File: config.mk
export PLATFORM = sky130hd
export DESIGN_NAME = dfdd_frame_sequencer
export DESIGN_NICKNAME = d
export VERILOG_FILES = /design/src/rtl/dfdd_seq_pkg.sv /design/src/rtl/dfdd_raster_counter.sv /design/src/rtl/dfdd_frame_sequencer.sv
export SDC_FILE = /design/constraint.sdc
export NUM_CORES = 2
export LEC_CHECK = 0
export CORE_AREA = 5 5 431 433
export CTS_BUF_LIST = sky130_fd_sc_hd__clkbuf_16
export DETAILED_ROUTE_END_ITERATION = 7
export DIE_AREA = 0 0 436 438
export GPL_TIMING_DRIVEN = 0
export PLACE_DENSITY_LB_ADDON = 0.1
export RECOVER_POWER = 25
export SLEW_MARGIN = 30
export SYNTH_ARGS = -nofsm -noshare
export SYNTH_HDL_FRONTEND = slang
export SYNTH_HIERARCHICAL = 1
export SYNTH_SLANG_ARGS = --single-unit
File: constraint.sdc
create_clock -name clk_i -period 8.9 [get_ports clk_i]
set_input_delay 1.78 -clock clk_i [delete_from_list [all_inputs] [get_ports clk_i]]
set_output_delay 1.78 -clock clk_i [all_outputs]
set_load 0.02 [all_outputs]
File: src/rtl/dfdd_seq_pkg.sv
// rtl/dfdd_seq_pkg.sv - shared constants, state encoding and helpers for the DFDD frame sequencer
package dfdd_seq_pkg;

  localparam int COORD_W   = 16;
  localparam int OUT_CNT_W = 32;

  typedef logic [2:0] seq_state_t;

  localparam seq_state_t ST_IDLE   = 3'd0;
  localparam seq_state_t ST_ARM    = 3'd1;
  localparam seq_state_t ST_STREAM = 3'd2;
  localparam seq_state_t ST_DRAIN  = 3'd3;
  localparam seq_state_t ST_GAP    = 3'd4;

  function automatic logic [OUT_CNT_W-1:0] frame_pixels(input int w, input int h);
    return OUT_CNT_W'(w * h);
  endfunction

endpackage

File: src/rtl/dfdd_raster_counter.sv
// rtl/dfdd_raster_counter.sv - raster col/row counter with enable, clear and last-pixel flag
module dfdd_raster_counter
  import dfdd_seq_pkg::*;
#(
  parameter int WIDTH  = 640,
  parameter int HEIGHT = 480
) (
  input  logic               clk,
  input  logic               rst_n,
  input  logic               clr,
  input  logic               en,
  output logic [COORD_W-1:0] col,
  output logic [COORD_W-1:0] row,
  output logic               last
);

  localparam logic [COORD_W-1:0] COL_LAST = COORD_W'(WIDTH - 1);
  localparam logic [COORD_W-1:0] ROW_LAST = COORD_W'(HEIGHT - 1);

  assign last = (col == COL_LAST) && (row == ROW_LAST);

  // Advance one pixel per enable, wrapping col into row and row back to the top
  always_ff @(posedge clk or negedge rst_n) begin
    if (!rst_n) begin
      col <= '0;
      row <= '0;
    end else if (clr) begin
      col <= '0;
      row <= '0;
    end else if (en) begin
      if (col == COL_LAST) begin
        col <= '0;
        row <= (row == ROW_LAST) ? '0 : row + 1'b1;
      end else begin
        col <= col + 1'b1;
      end
    end
  end

endmodule

File: src/rtl/dfdd_frame_sequencer.sv
// rtl/dfdd_frame_sequencer.sv - frame-level controller feeding the dual-scale DFDD pipeline
module dfdd_frame_sequencer
  import dfdd_seq_pkg::*;
#(
  parameter int IMAGE_WIDTH   = 640,
  parameter int IMAGE_HEIGHT  = 480,
  parameter int CFG_WIDTH     = 512,
  parameter int GAP_CYCLES    = 64,
  parameter int DRAIN_TIMEOUT = 65535
) (
  input  logic                 clk_i,
  input  logic                 rst_i,
  input  logic                 start_i,
  input  logic                 continuous_i,
  input  logic [CFG_WIDTH-1:0] cfg_i,
  input  logic                 cfg_load_i,
  output logic [CFG_WIDTH-1:0] cfg_active_o,
  input  logic [7:0]           pix_plus_i,
  input  logic [7:0]           pix_minus_i,
  input  logic                 pix_valid_i,
  output logic                 pix_ready_o,
  output logic [7:0]           dp_plus_o,
  output logic [7:0]           dp_minus_o,
  output logic [COORD_W-1:0]   dp_col_o,
  output logic [COORD_W-1:0]   dp_row_o,
  output logic                 dp_valid_o,
  input  logic                 dp_valid_i,
  output logic                 busy_o,
  output logic                 frame_done_o,
  output logic                 timeout_o,
  output logic [15:0]          frame_cnt_o
);

  localparam logic [OUT_CNT_W-1:0] TOTAL_PIX   = frame_pixels(IMAGE_WIDTH, IMAGE_HEIGHT);
  localparam logic [OUT_CNT_W-1:0] TIMEOUT_VAL = OUT_CNT_W'(DRAIN_TIMEOUT);
  localparam logic [OUT_CNT_W-1:0] GAP_LAST    = OUT_CNT_W'(GAP_CYCLES - 1);

  seq_state_t           state;
  logic [CFG_WIDTH-1:0] cfg_staged;
  logic [COORD_W-1:0]   col;
  logic [COORD_W-1:0]   row;
  logic                 last_pix;
  logic [OUT_CNT_W-1:0] out_cnt;
  logic [OUT_CNT_W-1:0] idle_cnt;
  logic [OUT_CNT_W-1:0] idle_next;
  logic [OUT_CNT_W-1:0] gap_cnt;
  logic                 accept;
  logic                 drain_ok;
  logic                 drain_to;
  logic                 gap_last;

  assign pix_ready_o  = (state == ST_STREAM);
  assign accept       = pix_valid_i & pix_ready_o;
  assign busy_o       = (state != ST_IDLE);
  assign idle_next    = dp_valid_i ? '0 : idle_cnt + 1'b1;
  // Completion takes priority over a timeout that matures in the same cycle
  assign drain_ok     = (state == ST_DRAIN) && (out_cnt == TOTAL_PIX);
  assign drain_to     = (state == ST_DRAIN) && !drain_ok && (idle_next == TIMEOUT_VAL);
  assign gap_last     = (state == ST_GAP) && (gap_cnt == GAP_LAST);
  assign timeout_o    = drain_to;
  assign frame_done_o = gap_last;

  dfdd_raster_counter #(
    .WIDTH  (IMAGE_WIDTH),
    .HEIGHT (IMAGE_HEIGHT)
  ) u_raster (
    .clk   (clk_i),
    .rst_n (rst_i),
    .clr   (state == ST_ARM),
    .en    (accept),
    .col   (col),
    .row   (row),
    .last  (last_pix)
  );

  // Staged config accepts writes at any time; only ARM copies it to the active set
  always_ff @(posedge clk_i or negedge rst_i) begin
    if (!rst_i) begin
      cfg_staged <= '0;
    end else if (cfg_load_i) begin
      cfg_staged <= cfg_i;
    end
  end

  // Register each accepted pixel with its raster position; data holds between accepts
  always_ff @(posedge clk_i or negedge rst_i) begin
    if (!rst_i) begin
      dp_valid_o <= 1'b0;
      dp_plus_o  <= '0;
      dp_minus_o <= '0;
      dp_col_o   <= '0;
      dp_row_o   <= '0;
    end else begin
      dp_valid_o <= accept;
      if (accept) begin
        dp_plus_o  <= pix_plus_i;
        dp_minus_o <= pix_minus_i;
        dp_col_o   <= col;
        dp_row_o   <= row;
      end
    end
  end

  // Frame FSM with output counting, drain watchdog and blanking gap
  always_ff @(posedge clk_i or negedge rst_i) begin
    if (!rst_i) begin
      state        <= ST_IDLE;
      cfg_active_o <= '0;
      out_cnt      <= '0;
      idle_cnt     <= '0;
      gap_cnt      <= '0;
      frame_cnt_o  <= '0;
    end else begin
      case (state)
        ST_IDLE: begin
          if (start_i) state <= ST_ARM;
        end
        ST_ARM: begin
          cfg_active_o <= cfg_staged;
          out_cnt      <= '0;
          idle_cnt     <= '0;
          state        <= ST_STREAM;
        end
        ST_STREAM: begin
          if (dp_valid_i) out_cnt <= out_cnt + 1'b1;
          if (accept && last_pix) state <= ST_DRAIN;
        end
        ST_DRAIN: begin
          if (dp_valid_i) out_cnt <= out_cnt + 1'b1;
          idle_cnt <= idle_next;
          if (drain_ok || drain_to) begin
            gap_cnt <= '0;
            state   <= ST_GAP;
          end
        end
        ST_GAP: begin
          gap_cnt <= gap_cnt + 1'b1;
          if (gap_last) begin
            frame_cnt_o <= frame_cnt_o + 1'b1;
            state       <= continuous_i ? ST_ARM : ST_IDLE;
          end
        end
        default: state <= ST_IDLE;
      endcase
    end
  end

endmodule

* After elaboration in Yosys (flattened, before gate mapping)
Index checks and enable logic that the tools add are counted.
** Word-level totals
- Register bits :: 1220
- Latch bits :: 0
- Word-level logic and storage cells :: 75
- Bits in read-only memories :: 0
- Output and inout bits :: 581
- Memory bits (writable) :: 0
- Memories kept :: 0
** Cells by class
- Reduce and logical (&&, ||, !) cells :: 21
- Eq/ne operators :: 14
- Mux-type cells :: 19
- Bitwise operators :: 1
- Multiply operators :: 0
- Div/mod/pow operators :: 0
- $add $sub $neg :: 6
- $lt $le $gt $ge :: 0
- Shift operators :: 0
** Operator list (count)
- $pmux W32 S2 :: 3
- $mux W16 :: 7
- $add A32 B1 Y32 const B :: 3
- $mux W32 :: 3
- $add A16 B1 Y16 const B :: 3
- $eq A32 B16 Y1 const B :: 1
- $eq A32 B19 Y1 const B :: 1
- $eq A32 B6 Y1 const B :: 1
- $eq A16 B10 Y1 const B :: 1
- $eq A16 B9 Y1 const B :: 1
- $pmux W3 S5 :: 1
- $mux W3 :: 4
- $reduce_bool A2 Y1 :: 5
- $reduce_and A2 Y1 :: 4
- $eq A3 B2 Y1 const B :: 2
- $logic_and A1 B1 Y1 :: 6
- $ne A2 B1 Y1 const B :: 3
- $ne A2 B2 Y1 const B :: 2
- $reduce_and A4 Y1 :: 1
- $eq A3 B1 Y1 const B :: 1
- $eq A3 B3 Y1 const B :: 1
- $logic_not A3 Y1 :: 1
- $reduce_bool A3 Y1 :: 1
- $reduce_or A2 Y1 :: 1
- other kinds (4) :: 4

* Depth between registers and ports, before layout
- Depth after elaboration :: 8
- Depth in mapped cells :: 14
- Mapped depth without buffers :: 10

* Hierarchy
Netlist, hierarchy kept.
** Modules (own cells, without submodules)
- dfdd_frame_sequencer :: instances 1, cells each 3075, area an instance 46168.0 um^2
- dfdd_raster_counter :: instances 1, cells each 196, area an instance 1814.2 um^2

* Worst setup path before layout
Ideal clock, no wire load.
- Path kind :: input to output
- From :: in dp_valid_i
- To :: out timeout_o
- Path buffers :: 1
- Data required time :: 7.120 ns
- Arrival time :: 3.105 ns
- Cell stages on the path :: 8
- Setup slack :: 4.015 ns
- Path through :: clkbuf_1 -> inv_1 -> nand2_1 -> nor2_1 -> nand3_1 -> nor4_1 -> nand4_1 -> nor2_1
** On the way
- Cells in the longest elaborated chain, start to end :: 3
** Ends and longest elaborated chain
- start: declaration :: RTL line dfdd_frame_sequencer.sv:27 : input logic dp_valid_i,
- $mux W32 :: RTL line dfdd_frame_sequencer.sv:55 : assign idle_next = dp_valid_i ? '0 : idle_cnt + 1'b1;
- $eq A32 B16 Y1 :: RTL line dfdd_frame_sequencer.sv:58 : assign drain_to = (state == ST_DRAIN) && !drain_ok && (idle_next == TIMEOUT_VAL);
- $logic_and A1 B1 Y1 :: RTL line dfdd_frame_sequencer.sv:58
- end: declaration :: RTL line dfdd_frame_sequencer.sv:30 : output logic timeout_o,
No other way between the ends.

==> flow_summary.html <==
<table>
<tr><th>Metric</th><th>Value</th></tr>
<tr><th colspan="2">Final layout</th></tr>
<tr><td>Post-layout nets</td><td>between 5000 and 6000</td></tr>
<tr><td>Filler cell count</td><td>17590</td></tr>
<tr><td>Commonest cells after routing, fill and taps aside</td><td>sky130_fd_sc_hd__dfrtp_1, sky130_fd_sc_hd__clkdlybuf4s50_1, sky130_fd_sc_hd__mux2_2</td></tr>
<tr><td>Layout Area Growth over Synthesis</td><td>40.25%</td></tr>
<tr><td>Layout cells sized above 1</td><td>roughly 28%</td></tr>
<tr><td>Leading cell type in the layout, fill and taps excluded</td><td>sky130_fd_sc_hd__dfrtp_1</td></tr>
<tr><th colspan="2">Route</th></tr>
<tr><td>Avg WL per Cell</td><td>between 20 and 30 µm</td></tr>
<tr><td>Initial detailed-routing violation count</td><td>around 1500</td></tr>
<tr><td>Final wirelength</td><td>around 180 mm</td></tr>
<tr><td>Routed via count</td><td>31770</td></tr>
<tr><td>Via density</td><td>around 4.5</td></tr>
<tr><td>DRC errors left</td><td>0</td></tr>
<tr><td>DRT Pass-1 Iters</td><td>5</td></tr>
<tr><td>Number of antenna-violating nets in the routed design</td><td>0</td></tr>
<tr><th colspan="2">Clock tree</th></tr>
<tr><td>Clock sink total</td><td>1220</td></tr>
<tr><td>CTS Hold Bufs</td><td>0</td></tr>
<tr><td>Clock-pin slew on the worst setup and hold paths</td><td>approximately 0.060 ns</td></tr>
<tr><td>Clock buffers created by TritonCTS</td><td>151</td></tr>
<tr><td>Number of levels in the clock H-tree</td><td>4</td></tr>
<tr><td>Buffer depth of the longest clock path</td><td>3</td></tr>
<tr><td>Post-cts resize count</td><td>0</td></tr>
<tr><td>Root buf cell</td><td>sky130_fd_sc_hd__clkbuf_16</td></tr>
<tr><td>CTS tree</td><td>yes</td></tr>
<tr><td>Post-CTS Repair Setup Buffers</td><td>0</td></tr>
<tr><td>Source-to-sink clock delay at the later pin of the worst-skew pair</td><td>between 0.7 and 0.8 ns</td></tr>
<tr><th colspan="2">Critical path</th></tr>
<tr><td>Startpoint types</td><td>input pin</td></tr>
<tr><td>Data required, critical path</td><td>slightly above 9 ns</td></tr>
<tr><td>Type of the setup path with the least slack</td><td>input pin to async pin</td></tr>
<tr><td>Crit-path max FO</td><td>106</td></tr>
<tr><td>Crit end category</td><td>async pin</td></tr>
<tr><td>Data arrival time of the critical path</td><td>between 7 and 8 ns</td></tr>
<tr><td>Depth of the worst register-to-register path</td><td>12</td></tr>
<tr><th colspan="2">Placed design</th></tr>
<tr><td>DP Wirelength</td><td>about 140 mm</td></tr>
<tr><td>Count of buffers from port buffering</td><td>between 1000 and 1500</td></tr>
<tr><td>Gpl congestion</td><td>0.8414</td></tr>
<tr><th colspan="2">Global route</th></tr>
<tr><td>First-pass GRT wire length</td><td>256.7 mm</td></tr>
<tr><td>Largest net degree at the start of global routing</td><td>119</td></tr>
<tr><td>Overall track demand over capacity in global routing</td><td>roughly 19%</td></tr>
<tr><td>Number of antenna violations at the first check in global routing</td><td>slightly below 100</td></tr>
<tr><td>Via count of the first global-routing pass</td><td>33440</td></tr>
<tr><td>Gr ovfl total</td><td>0</td></tr>
<tr><th colspan="2">Timing</th></tr>
<tr><td>Crit share post-route</td><td>76.09%</td></tr>
<tr><td>Worst slew slack as a fraction of its limit</td><td>-185.0%</td></tr>
<tr><td>Final setup fails</td><td>0</td></tr>
<tr><td>Transition at the pin with the smallest max-transition slack</td><td>roughly 4.3 ns</td></tr>
<tr><td>Setup Total Neg Slack</td><td>0 ns</td></tr>
<tr><td>Number of failing hold endpoints at the final stage</td><td>0</td></tr>
<tr><td>Fin Hold WS</td><td>around 0.47 ns</td></tr>
<tr><td>RSZ-0062 raised after global routing</td><td>false</td></tr>
<tr><td>Time the final worst path needs with I/O delays and setup</td><td>approximately 6.8 ns</td></tr>
<tr><td>Maximum clock rate</td><td>0.1477 GHz</td></tr>
<tr><td>Post-route clock skew</td><td>0.02818 ns</td></tr>
<tr><td>Max Transition Viols Final</td><td>248</td></tr>
<tr><th colspan="2">Power</th></tr>
<tr><td>Internal Dissipation</td><td>~12000 µW</td></tr>
<tr><td>Share of total power in the clock network</td><td>between 30% and 40%</td></tr>
<tr><td>Power per Cell Area</td><td>approximately 260 mW/mm²</td></tr>
<tr><td>Comb power frac</td><td>24.7%</td></tr>
<tr><td>Reported net switching power</td><td>between 5000 and 6000 µW</td></tr>
<tr><td>Sw frac</td><td>29.89%</td></tr>
<tr><td>Reported leakage power</td><td>approximately 0.028 µW</td></tr>
<tr><td>Max VDD drop</td><td>0.1976 mV</td></tr>
<tr><td>Portion of total power attributed to sequential cells</td><td>40.6%</td></tr>
<tr><th colspan="2">Floorplan</th></tr>
<tr><td>Die Height</td><td>~440 µm</td></tr>
<tr><td>Boundary pin count</td><td>between 1000 and 1500</td></tr>
<tr><td>Number of core rows</td><td>157</td></tr>
<tr><td>Die footprint</td><td>approximately 0.19 mm²</td></tr>
<tr><td>Die X-Extent</td><td>about 440 µm</td></tr>
<tr><td>Starting density of the core</td><td>26.41%</td></tr>
<tr><td>Placeable core region</td><td>approximately 0.18 mm²</td></tr>
<tr><th colspan="2">Synthesis</th></tr>
<tr><td>Number of different library cells in the post-synthesis netlist</td><td>a little over 60</td></tr>
<tr><td>Synthesized netlist cell count</td><td>3271</td></tr>
<tr><td>Number of synthesized flops with an enable pin</td><td>0</td></tr>
<tr><td>Synth warnings</td><td>6</td></tr>
<tr><td>Most used flip-flop cell after synthesis</td><td>sky130_fd_sc_hd__dfrtp_1</td></tr>
<tr><td>Mean instance size in the synthesized netlist</td><td>14.67 µm²</td></tr>
<tr><td>Sequential area share after synthesis</td><td>~64%</td></tr>
<tr><td>Net count after synthesis</td><td>3813</td></tr>
<tr><td>Flip-flop and latch count after synthesis</td><td>around 1200</td></tr>
<tr><td>Proportion of register bits with asynchronous set or reset after synthesis</td><td>100.0%</td></tr>
<tr><td>Cell Area, Synth</td><td>between 0.04 and 0.05 mm²</td></tr>
<tr><th colspan="2">Outcome</th></tr>
<tr><td>Run status</td><td>finished, violations left</td></tr>
<tr><td>Violated checks</td><td>max-capacitance violations, max-slew violations</td></tr>
<tr><th colspan="2">Job</th></tr>
<tr><td>Max-cap violation count</td><td>3</td></tr>
<tr><th colspan="2">Min path</th></tr>
<tr><td>Worst min-delay path category</td><td>flip-flop to flip-flop</td></tr>
<tr><td>Number of instances on the worst hold path</td><td>1</td></tr>
</table>
==> cells in the mapped netlist, types with 3 or more instances <==
library cell,number,area (µm²)
sky130_fd_sc_hd__or4_1,7,52.55
sky130_fd_sc_hd__mux2_2,1073,12080
sky130_fd_sc_hd__buf_1,8,30.03
sky130_fd_sc_hd__nor4_1,28,175.2
sky130_fd_sc_hd__nor2_1,103,386.6
sky130_fd_sc_hd__dfrtp_1,1220,30530
sky130_fd_sc_hd__buf_6,4,45.04
sky130_fd_sc_hd__mux2i_1,3,30.03
sky130_fd_sc_hd__o21ai_1,14,70.07
sky130_fd_sc_hd__nor3_1,42,210.2
sky130_fd_sc_hd__nand3_1,93,465.5
sky130_fd_sc_hd__a22o_1,5,43.79
sky130_fd_sc_hd__o31ai_1,22,165.2
sky130_fd_sc_hd__inv_1,22,82.58
sky130_fd_sc_hd__nor4b_1,3,26.28
sky130_fd_sc_hd__nor4bb_1,3,30.03
sky130_fd_sc_hd__and3_1,25,156.4
sky130_fd_sc_hd__o41ai_1,4,35.03
sky130_fd_sc_hd__nand4b_1,5,43.79
sky130_fd_sc_hd__a31oi_1,24,150.1
sky130_fd_sc_hd__and4_1,14,122.6
sky130_fd_sc_hd__o21ai_0,65,325.3
sky130_fd_sc_hd__buf_2,7,35.03
sky130_fd_sc_hd__a21oi_1,31,155.2
sky130_fd_sc_hd__nand2_1,100,375.4
sky130_fd_sc_hd__ha_1,7,87.58
sky130_fd_sc_hd__nor3b_1,5,37.54
sky130_fd_sc_hd__o211ai_1,3,22.52
sky130_fd_sc_hd__nor2b_1,10,62.56
sky130_fd_sc_hd__xnor2_1,35,306.5
sky130_fd_sc_hd__xor2_1,39,341.6
sky130_fd_sc_hd__and2_1,6,37.54
sky130_fd_sc_hd__or3_1,12,75.07
sky130_fd_sc_hd__nand3b_1,6,45.04
sky130_fd_sc_hd__nand4_1,37,231.5
sky130_fd_sc_hd__clkbuf_1,148,555.5
sky130_fd_sc_hd__nand2b_1,3,18.77
sky130_fd_sc_hd__or2_2,6,37.54
==> final timing paths <==
kind | from | to | slack [ns]
worst min register to register | frame_cnt_o[15] | frame_cnt_o[15] | 0.47
min in group asynchronous | rst_i | cfg_active_o[21] | 2.50
worst min-delay path | frame_cnt_o[15] | frame_cnt_o[15] | 0.47
worst max-delay path | rst_i | cfg_staged[253] | 2.13
worst max register to register | state[1] | u_raster/col[7] | 3.72
max in group clk_i | idle_cnt[1] | timeout_o | 2.17
==> critical path, stage by stage <==
cell,delay [ns]
sky130_fd_sc_hd__clkbuf_1,2.93
sky130_fd_sc_hd__buf_16,0.35
sky130_fd_sc_hd__clkbuf_2,1.75
==> power groups by stage <==
stage / clock network (µW) / logic [µW] / registers [µW]
after floorplan: 0 / 1010 / 7890
after global placement: 0 / 4370 / 7200
after detailed placement: 0 / 4400 / 7120
after CTS: 6250 / 4420 / 7040
after global routing: 6450 / 4520 / 7160
final: 6020 / 4290 / 7030
==> cell type report <==
type                            instances  area [µm²]  area share (%)
Clock buffer                          157        3929           5.838
Inverter                               22       82.58          0.1227
Timing Repair Buffer                 1128       11460           17.03
Multi-Input combinational cell       1860       16700           24.82
Clock inverter                        107       832.0           1.236
Buffer                                169       690.7           1.026
Antenna cell                           33       82.58          0.1227
Tap cell                             2385        2984           4.434
Sequential cell                      1220       30530           45.37
==> cell families (layout without fill, tap and decap cells) <==
| group | Yosys count | in the layout | synth area share, % |
|---|---|---|---|
| other | 0 | 33 | 0 |
| DFF | 1220 | 1220 | 63.63 |
| AOI/OAI and AO/OA | 183 | 183 | 2.357 |
| adders and majority gates | 7 | 7 | 0.1825 |
| muxes | 1076 | 1076 | 25.24 |
| xor gates and xnor gates | 74 | 74 | 1.351 |
| and+or+nand+nor | 520 | 520 | 5.648 |
| buffers and inverters | 191 | 1583 | 1.591 |
==> registers in the layout, indices dropped and copies added (netlist names), 32 cells and up <==
name          count
gap_cnt          32
cfg_active_o    512
idle_cnt         32
out_cnt          32
cfg_staged      512
==> stage by stage <==
step                cell area, µm²  std cells  util, %  power (µW)  setup slack (ns)
finish                       67290       7081    37.03       17350             2.128
global route                 67240       7060    37.01       18130            0.9762
CTS                          67270       7048    37.02       17710             2.073
detailed placement           62510       6784    34.40       11520             2.478
global placement             62120       6770    34.19       11570            -54.50
floorplan                    47980       3271        -        8897             4.015
==> routing by layer <==
| layer | GRT usage (%) | up-vias | share of wire [%] |
|---|---|---|---|
| met5 | 0 | - | 0.22 |
| met4 | 4.849 | 62 | 2.3 |
| met3 | 7.655 | 307 | 8.3 |
| met2 | 32.70 | 858 | 51 |
| met1 | 20.60 | 16220 | 38 |
| li1 | - | 14320 | - |
No activity file was read; power rests on OpenSTA's default activity.
